<file path="src/rtl/render_pkg.sv">
// Shared types and constants for the sprite render datapath: FSM states,
// command identifiers and pixel colours.
package render_pkg;

  typedef enum logic [2:0] {
    S_IDLE  = 3'd0,
    S_FLOOR = 3'd1,
    S_MAN   = 3'd2,
    S_ERASE = 3'd3,
    S_DONE  = 3'd4
  } state_t;

  typedef enum logic [1:0] {
    CMD_FLOOR = 2'd0,
    CMD_MAN   = 2'd1,
    CMD_ERASE = 2'd2
  } cmd_t;

  localparam logic [2:0] FLOOR_C = 3'b010;
  localparam logic [2:0] MAN_C   = 3'b111;
  localparam logic [2:0] BG_C    = 3'b000;

endpackage

</file>
<file path="src/rtl/man_sprite_rom.sv">
// Combinational 4-style x 8-row x 4-column bitmap of the running man.
// Bit {row,col} of each style word is the pixel; row 0 is the head.
module man_sprite_rom (
  input  logic [1:0] style_i,
  input  logic [2:0] row_i,
  input  logic [1:0] col_i,
  output logic       pixel_o
);

  logic [31:0] word;

  always_comb begin
    case (style_i)
      2'd0:    word = 32'h9966_6F66;
      2'd1:    word = 32'h5A66_7E66;
      2'd2:    word = 32'h6666_6F66;
      default: word = 32'hA566_E766;
    endcase
    pixel_o = word[{row_i, col_i}];
  end

endmodule

</file>
<file path="src/rtl/sprite_render_engine.sv">
// Pixel generator for the runner game: holds the man's position/style and
// scans the floor band, the man sprite or its erase box one pixel per cycle.
module sprite_render_engine
  import render_pkg::*;
#(
  parameter int SCREEN_W = 160,
  parameter int SCREEN_H = 120,
  parameter int SPR_W    = 4,
  parameter int SPR_H    = 8,
  parameter int FLOOR_Y  = 100,
  parameter int FLOOR_T  = 2,
  parameter int STEP     = 2
) (
  input  logic       clk,
  input  logic       reset_n,
  input  logic       drawing_floors,
  input  logic       draw_man,
  input  logic       erase,
  input  logic       ld_x,
  input  logic       ld_y,
  input  logic       ld_man_style,
  input  logic       update,
  input  logic [7:0] x_in,
  input  logic [6:0] y_in,
  input  logic [1:0] style_in,
  output logic [7:0] x_out,
  output logic [6:0] y_out,
  output logic [2:0] colour,
  output logic       plot,
  output logic       draw_floors_finish,
  output logic       drawing_man_finish,
  output logic       erase_finish
);

  localparam logic [8:0] X_MAX     = 9'(SCREEN_W - SPR_W);
  localparam logic [8:0] X_LIM     = 9'(SCREEN_W);
  localparam logic [8:0] Y_LIM     = 9'(SCREEN_H);
  localparam logic [7:0] FCOL_LAST = 8'(SCREEN_W - 1);
  localparam logic [7:0] SCOL_LAST = 8'(SPR_W - 1);
  localparam logic [2:0] FROW_LAST = 3'(FLOOR_T - 1);
  localparam logic [2:0] SROW_LAST = 3'(SPR_H - 1);
  localparam logic [6:0] FLOOR_Y7  = 7'(FLOOR_Y);
  localparam logic [6:0] MAN_Y_RST = 7'(FLOOR_Y - SPR_H);

  logic [7:0] man_x_q, man_x_d;
  logic [6:0] man_y_q, man_y_d;
  logic [1:0] man_style_q, man_style_d;
  logic [8:0] x_step;

  logic [7:0] snap_x_q;
  logic [6:0] snap_y_q;
  logic [1:0] snap_style_q;

  state_t     state_q;
  cmd_t       cmd_q;
  logic [7:0] col_q, col_d;
  logic [2:0] row_q, row_d;

  logic [7:0] x_q;
  logic [6:0] y_q;
  logic [2:0] colour_q;
  logic       plot_q;

  logic       start;
  state_t     start_state;
  cmd_t       start_cmd;
  state_t     mode;
  logic [7:0] col_last;
  logic [2:0] row_last;
  logic       scanning, scan_last, emit, cmd_active;
  logic [7:0] base_x;
  logic [6:0] base_y;
  logic [1:0] base_style;
  logic [8:0] px_x9, px_y9;
  logic       rom_bit, on_screen;
  logic [7:0] px_x;
  logic [6:0] px_y;
  logic [2:0] px_c;
  logic       px_plot;

  // Position registers; a load always beats a simultaneous update.
  assign x_step = {1'b0, man_x_q} + 9'(STEP);

  always_comb begin
    man_x_d     = man_x_q;
    man_y_d     = man_y_q;
    man_style_d = man_style_q;
    if (ld_x)
      man_x_d = x_in;
    else if (update)
      man_x_d = (x_step > X_MAX) ? 8'd0 : x_step[7:0];
    if (ld_y)
      man_y_d = y_in;
    if (ld_man_style)
      man_style_d = style_in;
    else if (update)
      man_style_d = man_style_q + 2'd1;
  end

  always_ff @(posedge clk) begin
    if (!reset_n) begin
      man_x_q     <= 8'd0;
      man_y_q     <= MAN_Y_RST;
      man_style_q <= 2'd0;
    end else begin
      man_x_q     <= man_x_d;
      man_y_q     <= man_y_d;
      man_style_q <= man_style_d;
    end
  end

  always_comb begin
    start       = 1'b1;
    start_state = S_FLOOR;
    start_cmd   = CMD_FLOOR;
    if (drawing_floors) begin
      start_state = S_FLOOR;
      start_cmd   = CMD_FLOOR;
    end else if (erase) begin
      start_state = S_ERASE;
      start_cmd   = CMD_ERASE;
    end else if (draw_man) begin
      start_state = S_MAN;
      start_cmd   = CMD_MAN;
    end else begin
      start = 1'b0;
    end
  end

  always_comb begin
    case (cmd_q)
      CMD_FLOOR: cmd_active = drawing_floors;
      CMD_MAN:   cmd_active = draw_man;
      CMD_ERASE: cmd_active = erase;
      default:   cmd_active = 1'b0;
    endcase
  end

  // The registered outputs always carry the pixel for the counters' next
  // value, so the first pixel appears the cycle after the command is taken.
  always_comb begin
    mode      = (state_q == S_IDLE) ? start_state : state_q;
    scanning  = (state_q == S_FLOOR) || (state_q == S_MAN) || (state_q == S_ERASE);
    col_last  = (mode == S_FLOOR) ? FCOL_LAST : SCOL_LAST;
    row_last  = (mode == S_FLOOR) ? FROW_LAST : SROW_LAST;
    scan_last = (col_q == col_last) && (row_q == row_last);
    if (state_q == S_IDLE) begin
      col_d = 8'd0;
      row_d = 3'd0;
    end else if (col_q == col_last) begin
      col_d = 8'd0;
      row_d = row_q + 3'd1;
    end else begin
      col_d = col_q + 8'd1;
      row_d = row_q;
    end
    emit       = (state_q == S_IDLE) ? start : (scanning && !scan_last);
    base_x     = (state_q == S_IDLE) ? man_x_q : snap_x_q;
    base_y     = (state_q == S_IDLE) ? man_y_q : snap_y_q;
    base_style = (state_q == S_IDLE) ? man_style_q : snap_style_q;
  end

  man_sprite_rom u_rom (
    .style_i (base_style),
    .row_i   (row_d),
    .col_i   (col_d[1:0]),
    .pixel_o (rom_bit)
  );

  // Sprite coordinates are 9 bits so off-screen pixels clip instead of wrapping.
  always_comb begin
    px_x9     = {1'b0, base_x} + {1'b0, col_d};
    px_y9     = {2'b00, base_y} + {6'd0, row_d};
    on_screen = (px_x9 < X_LIM) && (px_y9 < Y_LIM);
    px_x      = 8'd0;
    px_y      = 7'd0;
    px_c      = BG_C;
    px_plot   = 1'b0;
    if (emit) begin
      case (mode)
        S_FLOOR: begin
          px_x    = col_d;
          px_y    = FLOOR_Y7 + {4'd0, row_d};
          px_c    = FLOOR_C;
          px_plot = 1'b1;
        end
        S_MAN: begin
          px_x    = px_x9[7:0];
          px_y    = px_y9[6:0];
          px_c    = MAN_C;
          px_plot = rom_bit && on_screen;
        end
        S_ERASE: begin
          px_x    = px_x9[7:0];
          px_y    = px_y9[6:0];
          px_c    = BG_C;
          px_plot = on_screen;
        end
        default: ;
      endcase
    end
  end

  always_ff @(posedge clk) begin
    if (!reset_n) begin
      state_q      <= S_IDLE;
      cmd_q        <= CMD_FLOOR;
      col_q        <= 8'd0;
      row_q        <= 3'd0;
      snap_x_q     <= 8'd0;
      snap_y_q     <= 7'd0;
      snap_style_q <= 2'd0;
      x_q          <= 8'd0;
      y_q          <= 7'd0;
      colour_q     <= 3'd0;
      plot_q       <= 1'b0;
    end else begin
      x_q      <= px_x;
      y_q      <= px_y;
      colour_q <= px_c;
      plot_q   <= px_plot;
      case (state_q)
        S_IDLE: begin
          if (start) begin
            state_q      <= start_state;
            cmd_q        <= start_cmd;
            col_q        <= col_d;
            row_q        <= row_d;
            snap_x_q     <= man_x_q;
            snap_y_q     <= man_y_q;
            snap_style_q <= man_style_q;
          end
        end
        S_FLOOR, S_MAN, S_ERASE: begin
          if (scan_last) begin
            state_q <= S_DONE;
          end else begin
            col_q <= col_d;
            row_q <= row_d;
          end
        end
        S_DONE: begin
          if (!cmd_active)
            state_q <= S_IDLE;
        end
        default: state_q <= S_IDLE;
      endcase
    end
  end

  assign x_out  = x_q;
  assign y_out  = y_q;
  assign colour = colour_q;
  assign plot   = plot_q;

  assign draw_floors_finish = (state_q == S_DONE) && (cmd_q == CMD_FLOOR);
  assign drawing_man_finish = (state_q == S_DONE) && (cmd_q == CMD_MAN);
  assign erase_finish       = (state_q == S_DONE) && (cmd_q == CMD_ERASE);

endmodule

</file>
<file path="config.mk">
export PLATFORM = sky130hd
export DESIGN_NAME = sprite_render_engine
export DESIGN_NICKNAME = d
export VERILOG_FILES = /design/src/rtl/render_pkg.sv /design/src/rtl/man_sprite_rom.sv /design/src/rtl/sprite_render_engine.sv
export SDC_FILE = /design/constraint.sdc
export NUM_CORES = 1
export LEC_CHECK = 0
export CAP_MARGIN = 20
export CORE_MARGIN = 1
export CORE_UTILIZATION = 51
export CTS_CLUSTER_DIAMETER = 200
export CTS_CLUSTER_SIZE = 40
export DETAILED_ROUTE_END_ITERATION = 12
export GPL_TIMING_DRIVEN = 1
export PLACE_DENSITY_LB_ADDON = 0.3
export SLEW_MARGIN = 20
export SYNTH_ARGS = -nofsm -noshare
export SYNTH_HDL_FRONTEND = slang
export SYNTH_SLANG_ARGS = --single-unit
</file>
<file path="constraint.sdc">
create_clock -name clk -period 3.83 [get_ports clk]
set_input_delay 0.766 -clock clk [delete_from_list [all_inputs] [get_ports clk]]
set_output_delay 0.766 -clock clk [all_outputs]
set_load 0.01 [all_outputs]
</file>
# Yosys cells after proc, flatten, opt, wreduce, memory -nomap -nowiden

Index checks and enable logic that the tools add are counted.

$add $sub $neg: 7
Eq/ne operators: 17
Mux-type cells: 43
Reductions and logical operators: 22
Magnitude comparators: 4

Operators by type and width:

| cell                                                                          | count |
|---|---|
| 32-bit one-hot mux with 3 select lines                                        | 1 |
| 8-bit 2-to-1 mux                                                              | 9 |
| 8-bit one-hot mux with 2 select lines                                         | 2 |
| 3-bit 2-to-1 mux                                                              | 9 |
| 2-bit 2-to-1 mux                                                              | 8 |
| 7-bit one-hot mux with 2 select lines                                         | 1 |
| 3-bit by 2-bit equality test with 1-bit output (second input constant)        | 4 |
| 3-bit one-hot mux with 2 select lines                                         | 2 |
| 8-bit by 2-bit adder with 9-bit output (second input constant)                | 1 |
| 8-bit by 8-bit adder with 9-bit output                                        | 1 |
| 9-bit by 8-bit > comparator with 1-bit output (second input constant)         | 1 |
| 9-bit by 8-bit less-than comparator with 1-bit output (second input constant) | 1 |
| 3-bit one-hot mux with 3 select lines                                         | 1 |
| 7-bit by 3-bit adder with 8-bit output                                        | 1 |
| 8-bit by 1-bit adder with 8-bit output (second input constant)                | 1 |
| 8-bit equality test                                                           | 1 |
| 8-bit by 7-bit less-than comparator with 1-bit output (second input constant) | 1 |
| 2-bit inequality test (second input constant)                                 | 4 |
| 6-bit by 4-bit adder with 7-bit output (first input constant)                 | 1 |
| 1-bit logical AND                                                             | 7 |
| 7-bit 2-to-1 mux                                                              | 1 |
| 3-bit by 1-bit equality test with 1-bit output (second input constant)        | 2 |
| 5-bit by 6-bit less-than comparator with 1-bit output (second input constant) | 1 |
| 1-bit 2-to-1 mux                                                              | 6 |
| other kinds (17)                                                              | 26 |

Output and inout port bits: 22
Bits in registers: 69
Logic and storage cells: 107

# Logic depth before layout (Yosys ltp)

Gate-level depths: netlist of run 1.

Depth after elaboration: 14
Gate-level depth with buffers: 16
Mapped depth without buffers: 15

# By module

From an unflattened synthesis of run 1, not the netlist that was laid out.

Cell total of the unflattened synthesis: 540
Area total of the unflattened synthesis: 4,180.3 um^2

By module, submodules not included:

| module               | seq. area each (um^2) | area an instance (um^2) | instances | cells each |
|---|---|---|---|---|
| sprite_render_engine | 1,361.3               | 3,912.5                 | 1         | 504 |
| man_sprite_rom       | 0.0                   | 267.8                   | 1         | 36 |

# Worst setup path after synthesis of run 1

Ideal clock, no wire load.

Kind: input -> register
From: input port drawing_floors
To: register plot_q (netlist: plot)
Slack: 0.168 ns
Arrival: 3.530 ns
Buffers on the path: 0
Stages on the path: 14
Cell sequence: or2_4 > o21a_1 > o21ai_2 > mux2i_1 > ha_1 > fa_1 > nand2b_1 > nor3_1 > o21ai_0 > a31oi_1 > xnor2_1 > mux2i_1 > nor3b_1 > o31ai_2

Cells in the longest elaborated chain, start to end: 12
Elaborated cells between the ends (all ways): 28

RTL lines:

| what                                                  | line                        | source |
|---|---|---|
| start: declaration                                    | sprite_render_engine.sv:16  | `input logic drawing_floors,` |
| 2-bit 2-to-1 mux *                                    | sprite_render_engine.sv:116 | `if (drawing_floors) begin` |
| 3-bit 2-to-1 mux *                                    | sprite_render_engine.sv:142 | `mode = (state_q == S_IDLE) ? start_state : state_q;` |
| 3-bit by 1-bit equality test with 1-bit output *      | sprite_render_engine.sv:144 | `col_last = (mode == S_FLOOR) ? FCOL_LAST : SCOL_LAST;` |
| 8-bit 2-to-1 mux *                                    | sprite_render_engine.sv:144 |  |
| 8-bit equality test *                                 | sprite_render_engine.sv:150 | `end else if (col_q == col_last) begin` |
| 3-bit 2-to-1 mux *                                    | sprite_render_engine.sv:150 |  |
| 3-bit 2-to-1 mux *                                    | sprite_render_engine.sv:147 | `if (state_q == S_IDLE) begin` |
| via row_d[0]                                          | sprite_render_engine.sv:57  | `logic [2:0] row_q, row_d;` |
| 7-bit by 3-bit adder with 8-bit output                | sprite_render_engine.sv:173 | `px_y9 = {2'b00, base_y} + {6'd0, row_d};` |
| 8-bit by 7-bit less-than comparator with 1-bit output | sprite_render_engine.sv:174 | `on_screen = (px_x9 < X_LIM) && (px_y9 < Y_LIM);` |
| 1-bit logical AND                                     | sprite_render_engine.sv:174 |  |
| 1-bit logical AND                                     | sprite_render_engine.sv:191 | `px_plot = rom_bit && on_screen;` |
| 1-bit one-hot mux with 3 select lines *               | sprite_render_engine.sv:180 | `case (mode)` |
| end signal: assignment                                | sprite_render_engine.sv:221 | `plot_q <= px_plot;` |
| end: declaration                                      | sprite_render_engine.sv:62  | `logic plot_q;` |

The timed path passes the listed nets; every way through them passes the cells marked *. The select of a mux whose other input is x is not followed.
A chain may end at the register's enable or synchronous reset.

# Worst setup path in the final report of run 1

From: input port drawing_floors
To: register plot_q (netlist: plot)

Cells in the longest elaborated chain, start to end: 12
Elaborated cells between the ends (all ways): 28

RTL lines:

| what                                                  | line                        | source |
|---|---|---|
| 2-bit 2-to-1 mux *                                    | sprite_render_engine.sv:116 |  |
| 3-bit 2-to-1 mux *                                    | sprite_render_engine.sv:142 |  |
| 3-bit by 1-bit equality test with 1-bit output *      | sprite_render_engine.sv:144 |  |
| 8-bit 2-to-1 mux *                                    | sprite_render_engine.sv:144 |  |
| 8-bit equality test *                                 | sprite_render_engine.sv:150 |  |
| 8-bit 2-to-1 mux *                                    | sprite_render_engine.sv:150 |  |
| 8-bit 2-to-1 mux *                                    | sprite_render_engine.sv:147 |  |
| via col_d[1]                                          | sprite_render_engine.sv:56  | `logic [7:0] col_q, col_d;` |
| 8-bit by 8-bit adder with 9-bit output                | sprite_render_engine.sv:172 | `px_x9 = {1'b0, base_x} + {1'b0, col_d};` |
| 9-bit by 8-bit less-than comparator with 1-bit output | sprite_render_engine.sv:174 |  |
| 1-bit logical AND                                     | sprite_render_engine.sv:174 |  |
| 1-bit logical AND                                     | sprite_render_engine.sv:191 |  |
| 1-bit one-hot mux with 3 select lines *               | sprite_render_engine.sv:180 |  |

Marks and branches as above.

==> flow_summary_export.csv, run 1 <==
group,metric,value,unit
cells_and_area,final_cells,733,
synth,synth_edf_count,0,
cells_and_area,areaGrowthSynthToFinish,23.9,%
grt,grt_pass1_vias,4077,
synth,synth_area_leader_cell,"dfxtp_1",
place,io_buffers,47,
worst_setup_path,worstPathMaxFanout,4,
detailed_routing,drtIter0Drc,275,
synth,synth-seq-area-share,0.324,
synth,syn-num-nets,596,
detailed_routing,dr.pass1.iters,5,
detailed_routing,ant_nets,0,
place,hpwl,8.67,mm
power_and_ir_drop,irDropWorstVdd,0.259,mV
clock_tree,clkSinkCount,68,
floorplan,io_pins,48,
place,dp_cells,717,
power_and_ir_drop,cellLeakagePower,2.16,nW
worst_setup_path,start_kind,"primary input",
clock_tree,cts_tree,"done",
sta,setup_violations,0,
worst_setup_path,cp_common_cell,"o211a_1",
detailed_routing,vias_per_cell,5.80,
grt,track_usage,0.280,
cells_and_area,antennaDiodeCount,0,
clock_tree,cts.htree.levels,3,
cells_and_area,drive_gt1_frac,0.127,
floorplan,die_w,92.8,microns
cells_and_area,final.fill_count,693,
worst_setup_path,slowest_delay,420,ps
synth,synthArstFlopShare,0,
clock_tree,insertion_delay,360,ps
grt,grt_max_degree,37,
cells_and_area,nets,670,
synth,synthTopCellsByArea,"dfxtp_1 (32%), nand2_1 (9.0%), a21oi_1 (6.4%)",
cells_and_area,layout_commonest_cell,"nand2_1",
sta,clock.fmax,270,MHz
synth,synth_cell_types,62,
worst_setup_path,cpMaxStageDelayCell,"clkdlybuf4s50_1",
floorplan,die_y,92.8,microns
worst_setup_path,crit_type,"in -> reg",
synth,syn_area,4210,sq um
power_and_ir_drop,power.density,481,nW/um^2
worst_setup_path,rrSetupSlack,370,ps
cells_and_area,seqCellArea,1360,sq um
place,pre_cts_slack,-338,ps
floorplan,rows,32,
sta,worst_slack,123,ps
cells_and_area,layout_common_cells,"nand2_1 (100), dfxtp_1 (68), nor2_1 (55)",
sta,tightest_slew,826,ps
run,drv_cap,0,
worst_setup_path,r2r_start,"col_q[1]$_SDFFE_PN0P_",
synth,ys_warn_count,0,
hold_path,min_to,"snap_x_q[5]$_SDFFE_PN0P_",
floorplan,die-area,8620,sq um
sta,fin_setup_tns,0,ps
grt,grt_pass1_wl,18.9,mm
clock_tree,cts-buffers-inserted,9,
synth,synthCells,552,
sta,slew_violations,0,
floorplan,initial_core_util,0.536,
clock_tree,clock_path_buffers,2,
sta,rsz0062_at_grt,"false",
worst_setup_path,worstPathRequired,4100,ps
detailed_routing,route.detailed.drc,0,
sta,clock_skew,11.2,ps
cells_and_area,multi_input_area,2680,sq um
synth,ys.flop_type,"dfxtp_1",
detailed_routing,vias,4253,
sta,whs,458,ps
grt,grt.overflow.total,0,
synth,synth_top_area_frac,0.324,
detailed_routing,wl_per_cell,15.8,microns
power_and_ir_drop,p_total,2.51,mW
worst_setup_path,path_cells,"clkdlybuf4s50_1 -> or2_4 -> o21a_4 -> o211a_1 -> and2_1 -> ha_1 -> nand2_2 -> a211oi_2 -> a211o_1 -> a2111o_1 -> a311o_1 -> a31o_1 -> o211a_1 -> o31ai_2",
detailed_routing,routed_wl,11.6,mm
hold_path,holdCritStartpoint,"snap_x_q[5]$_SDFFE_PN0P_",
clock_tree,root_buffer,"clkbuf_8",
worst_setup_path,worstPathArrival,3980,ps
synth,synth_area_per_cell,7.62,sq um
worst_setup_path,reg2regPathDepth,14,
worst_setup_path,r2r_end,"plot$_SDFF_PN0_",
sta,fin_crit_sh,0.968,
floorplan,core,7850,sq um
worst_setup_path,crit_path_end_kind,"flip-flop",
sta,hold_viol,0,
run_status,status,"completed",
place,gp_congestion,0.923,
sta,fin_crit,3710,ps
hold_path,hold_class,"reg -> reg",
synth,synth_seq_cells,68,
clock_tree,path_clk_slew,80,ps
hold_path,hold_depth,2,
sta,max-slew-margin-rel,0.449,
grt,antenna_found_initial,0,
where the power goes:
group / switching [mW] / internal [mW]
registers: 0.0678 / 0.798
logic: 0.649 / 0.446
clock network: 0.309 / 0.237
timing repair:
action / CTS / global route
setup endpoints to repair: 0 / 1
resized for setup: 0 / 4
buffers inserted: 0 / 0
hold buffers: 0 / 0
sequential cells by signal, indices dropped and copies added (netlist names):
| register | count |
|---|---|
| state_q | 3 |
| snap_y_q | 7 |
| col_q | 8 |
| y_out | 7 |
| cmd_q | 2 |
| man_y_q | 7 |
| row_q | 3 |
| man_style_q | 2 |
| plot | 1 |
| x_out | 8 |
| colour | 2 |
| snap_x_q | 8 |
| man_x_q | 8 |
| snap_style_q | 2 |
kinds of logic (layout without fill, tap and decap cells):
kind of cell | Yosys count | count (layout) | synth area share
xor gates and xnor gates | 25 | 25 | 0.0520
DFF | 68 | 68 | 0.324
buffers and inverters | 46 | 125 | 0.0434
AOI/OAI and AO/OA | 142 | 142 | 0.215
and+or+nand+nor | 227 | 227 | 0.244
adders and majority gates | 18 | 18 | 0.0571
muxes | 26 | 26 | 0.0651
stage by stage:
step / util / instance area, sq um
floorplan: - / 4210
global placement: 0.640 / 5020
detailed placement: 0.640 / 5020
CTS: 0.662 / 5200
global route: 0.664 / 5210
finish: 0.664 / 5210
routing by layer:
metal / GRT usage / share of wire
met3: 0.0624 / 0.048
met5: 0 / 0
met1: 0.341 / 0.45
met2: 0.488 / 0.49
met4: 0.0872 / 0.020
worst max-delay path: cells and delay by family:
kind            cells  cell delay [ps]
compound gates      9             1940
fa+ha+maj           1              310
buf+inv             1              420
simple gates        3              530
final cells by class:
| class | instances | share of cell area |
|---|---|---|
| clock buffers | 9 | 0.0238 |
| clock inverters | 7 | 0.00960 |
| inverters | 17 | 0.0122 |
| multi-input cells | 438 | 0.514 |
| flip-flops and latches | 68 | 0.261 |
| well taps | 102 | 0.0245 |
| repair buffers | 92 | 0.155 |
how the worst max path moves through the flow:
stage | startpoint | to | slack [ps] | cells after the start
2_1_floorplan | drawing_floors | plot$_SDFF_PN0_ | 170 | 14
3_3_place_gp | drawing_floors | plot$_SDFF_PN0_ | -250 | 14
3_5_place_dp | drawing_floors | plot$_SDFF_PN0_ | -340 | 14
4_1_cts | drawing_floors | plot$_SDFF_PN0_ | 30 | 14
5_1_grt | drawing_floors | plot$_SDFF_PN0_ | 40 | 14
6_report | drawing_floors | plot$_SDFF_PN0_ | 120 | 14
cells in the mapped netlist, types with 3 or more instances:
cell type,count
a21o_1,3
o211ai_1,3
o211a_1,3
dfxtp_1,68
or2_2,3
a31oi_1,14
o21a_1,4
and3_1,6
xnor2_1,13
buf_2,5
nand3_1,15
or3_1,3
a22o_1,5
and2_1,6
clkbuf_1,21
inv_1,16
a21oi_1,54
nor3_1,13
xor2_1,12
nand4_1,4
nand2b_1,3
ha_1,16
nor3b_1,7
o21ai_0,27
a211oi_1,4
nand2_1,101
nor2_1,55
mux2i_1,24
(Power assumes the default switching activity.)
==> run 2: changes to the inputs <==
Settings changed: SLEW_MARGIN 20 to not set.
==> results of run 2 <==
No change in the layout: final DEF, timing and power equal those of run 1.
